===== src/rtl/decoder_3_to_8.sv =====
// Registered 3-to-8 one-hot (or one-cold) decoder with enable and sticky coverage mask.
// Latency: 1 cycle from sampled en/in to out/out_valid; seen_mask updates on the same edge.
// Backpressure: none; accepts a new code every cycle, outputs are plain registers.
module decoder_3_to_8 #(
  parameter bit ACTIVE_LOW_OUT = 1'b0
) (
  input  logic       clk,
  input  logic       rst_n,
  input  logic       en,
  input  logic [2:0] in,
  input  logic       clr_seen,
  output logic [7:0] out,
  output logic       out_valid,
  output logic [7:0] seen_mask
);

  localparam logic [7:0] IDLE = ACTIVE_LOW_OUT ? 8'hFF : 8'h00;

  logic [7:0] onehot;
  logic [7:0] out_nxt;
  logic [7:0] seen_nxt;

  always_comb begin
    onehot   = 8'd1 << in;
    out_nxt  = IDLE;
    seen_nxt = seen_mask;
    if (en) begin
      out_nxt = ACTIVE_LOW_OUT ? ~onehot : onehot;
    end
    // A clear in the same cycle as a decode keeps only the current code.
    if (clr_seen) begin
      seen_nxt = en ? onehot : 8'h00;
    end else if (en) begin
      seen_nxt = seen_mask | onehot;
    end
  end

  always_ff @(posedge clk) begin
    if (!rst_n) begin
      out       <= IDLE;
      out_valid <= 1'b0;
      seen_mask <= 8'h00;
    end else begin
      out       <= out_nxt;
      out_valid <= en;
      seen_mask <= seen_nxt;
    end
  end

endmodule


===== config.mk =====
export PLATFORM = sky130hd
export DESIGN_NAME = decoder_3_to_8
export DESIGN_NICKNAME = d
export VERILOG_FILES = /design/src/rtl/decoder_3_to_8.sv
export SDC_FILE = /design/constraint.sdc
export NUM_CORES = 1
export LEC_CHECK = 0
export BUFFER_PORTS_ARGS = -buffer_cell sky130_fd_sc_hd__buf_2
export CAP_MARGIN = 20
export CORE_MARGIN = 2
export CORE_UTILIZATION = 38
export DETAILED_ROUTE_END_ITERATION = 6
export PLACE_DENSITY = 0.7
export SYNTH_ARGS = -nofsm -noshare
export SYNTH_HDL_FRONTEND = slang
export SYNTH_SLANG_ARGS = --single-unit

===== constraint.sdc =====
create_clock -name clk -period 0.8 [get_ports clk]
set_input_delay 0.08 -clock clk [delete_from_list [all_inputs] [get_ports clk]]
set_output_delay 0.08 -clock clk [all_outputs]
set_load 0.01 [all_outputs]

==> summary.txt <==
STA
  – Setup TNS Final: -0.0208 ns
  – Final Slew Violations: 0
  – RSZ-0062 raised after global routing: true
  – Clock Skew: 0 ns
  – Setup slack after layout: -0.00637 ns
  – Rel. slew slack: 77.3%
  – Worst Max-Slew Pin Slew: 0.341 ns
  – Max Clock Freq: 1240 MHz
  – Final min period: 0.806 ns
  – Fin Hold WS: 0.0619 ns
  – Setup Viol. Count Final: 7
  – Hold Fails Final Rpt: 0
  – Final period utilization: 101%

Routing
  – Vias per cell: 4.62
  – Metal2 WL: 412 um
  – Wire per inst: 10.3 um
  – Post-route antenna net violation count: 0
  – DRC Markers: 0
  – DRT Pass-1 Iters: 3
  – Routed vias: 416
  – Wire length on met3: 79 um
  – Initial drt markers: 5
  – DRT Wirelength: 924 um
  – DR top layer: met4
  – Wl on met1: 419 um

Setup path
  – Slowest-stage cell, CP: dfxtp_2
  – Crit path max fanout: 2
  – Critical path class: flip-flop to output port
  – WP data arrival: 0.73 ns
  – Crit-path max cell delay: 0.34 ns
  – Crit path depth: 1
  – Worst-path cell chain: buf_6
  – Worst Setup End Kind: output port
  – Reg2Reg Depth: 2
  – Startpoint Class: flip-flop
  – Worst Path Required: 0.72 ns
  – CP top delay family: flip-flops
  – CP bufs+invs: 1

Floorplan
  – I/O pin count: 24
  – DIE AREA: 1700 um2
  – Die Y: 41.3 um
  – Core area: 1300 um2
  – Std cell rows: 13
  – Initial Util: 40.6%
  – DIE WIDTH: 41.3 um

CTS
  – Cts hold-fix bufs: 0
  – Clock transition at path regs: 0.09 ns
  – CTS tree: yes
  – CTS max path bufs: 2
  – Number of H-tree levels: 1
  – Clk Latency, worst-skew pair: 0.27 ns
  – CTS buffer count: 3
  – Post-CTS sizing: 16
  – Clk sinks: 17
  – Post-CTS Setup Bufs: 0
  – Root buffer cell: clkbuf_4

Global route
  – Grt total ovfl: 0
  – Gr usage total: 13.3%
  – Vias in the first global route: 341
  – Pin count of the biggest net entering global routing: 11
  – Global-route wire length before repair: 1380 um
  – Initial antenna violation count: 0

Layout
  – Antenna cells: 0
  – Register Area: 350 um2
  – Number of fill cells: 125
  – Util after Layout: 57.2%
  – Most common cell after layout, fill and taps aside: buf_2
  – Layout area overhead: 41.0%
  – Nets@finish: 83
  – Most frequent cells in the layout: buf_2 (15), dfxtp_1 (9), inv_1 (8), buf_6 (8), dfxtp_2 (8)
  – Area of the multi-input gates: 153 um2
  – Fraction of layout cells with a size suffix above 1: 52.0%

Synthesis
  – Post-synthesis sequential area ratio: 64.5%
  – Post-synth top area share: 64.5%
  – Cell Area, Synth: 528 um2
  – Synth unique cells: 12
  – Synth warn: 0
  – Yosys reg bits: 17
  – Top post-synthesis cells by area: dfxtp_1 (64%), o22ai_1 (7.1%), o32ai_2 (6.2%), inv_1 (5.7%), nor2_1 (4.3%)
  – Syn avg cell area: 10.8 um2
  – Synth Instances: 49
  – Top cell type by total area after synthesis: dfxtp_1
  – Synth Net Count: 56

Power
  – Total Power: 1.42 mW
  – Power density cells: 1910 nW/um2
  – Leakage Power: 0.326 nW
  – Peak VDD IR: 1.12 mV

Outcome
  – Status: finished, violations left
  – Failing checks: negative setup slack

Flow run
  – Total of max-cap violations: 0

Worst hold path
  – Hold WC Path Type: input port to flip-flop
  – Hold Crit Depth: 2

Placed design
  – GP Congestion: 0.681
  – Port bufs: 23
  – Pre-CTS WS: -0.0198 ns
-- state kept, by name, summed over array words and instances, names as in the netlist --
name / cells
out_valid: 1
out: 8
seen_mask: 8
-- synthesized netlist by cell type --
cell / instances
and2_1: 1
buf_2: 1
dfxtp_1: 17
inv_1: 8
nand2_1: 1
nand2b_1: 3
nand3_2: 1
nand3b_2: 1
nor2_1: 6
nor3_1: 2
o22ai_1: 6
o32ai_2: 2
-- logic make-up after synthesis --
group	synth area share (%)
compound gates	13.3
flops	64.5
simple gates	15.6
buf+inv	6.63
-- area by class of cell --
class	count	share of cell area, %
clock buffers	3	3.03
clock inverters	1	0.672
inverters	8	4.03
multi-input cells	23	20.5
flip-flops and latches	17	47.1
well taps	15	2.52
repair buffers	23	22.2
-- where the power goes --
group          internal, mW  total [mW]  switching, mW  leakage [nW]
Sequential            0.867       0.875        0.00868         0.142
Combinational        0.0542       0.119         0.0647         0.166
Clock                 0.185       0.429          0.244        0.0177
-- per-layer routing --
metal  up-vias  track usage (%)
met3         2             4.89
met2        17             19.9
li1        214                -
met5         -                0
met4         0             9.68
met1       183             15.4
-- worst paths after layout --
kind	slack (ns)	start	to
worst min register to register	0.46	seen_mask[5]	seen_mask[5]
worst min-delay path	0.06	en	out_valid
worst max-delay path	-0.006	seen_mask[6]	seen_mask[6]
worst max register to register	0.20	seen_mask[3]	seen_mask[3]
-- through the flow --
step,instance area [um2],std cells
6_report,744,90
5_1_grt,744,90
4_1_cts,744,90
3_5_place_dp,657,86
3_3_place_gp,657,86
2_1_floorplan,528,49
Power figures use the tool's default switching activity.
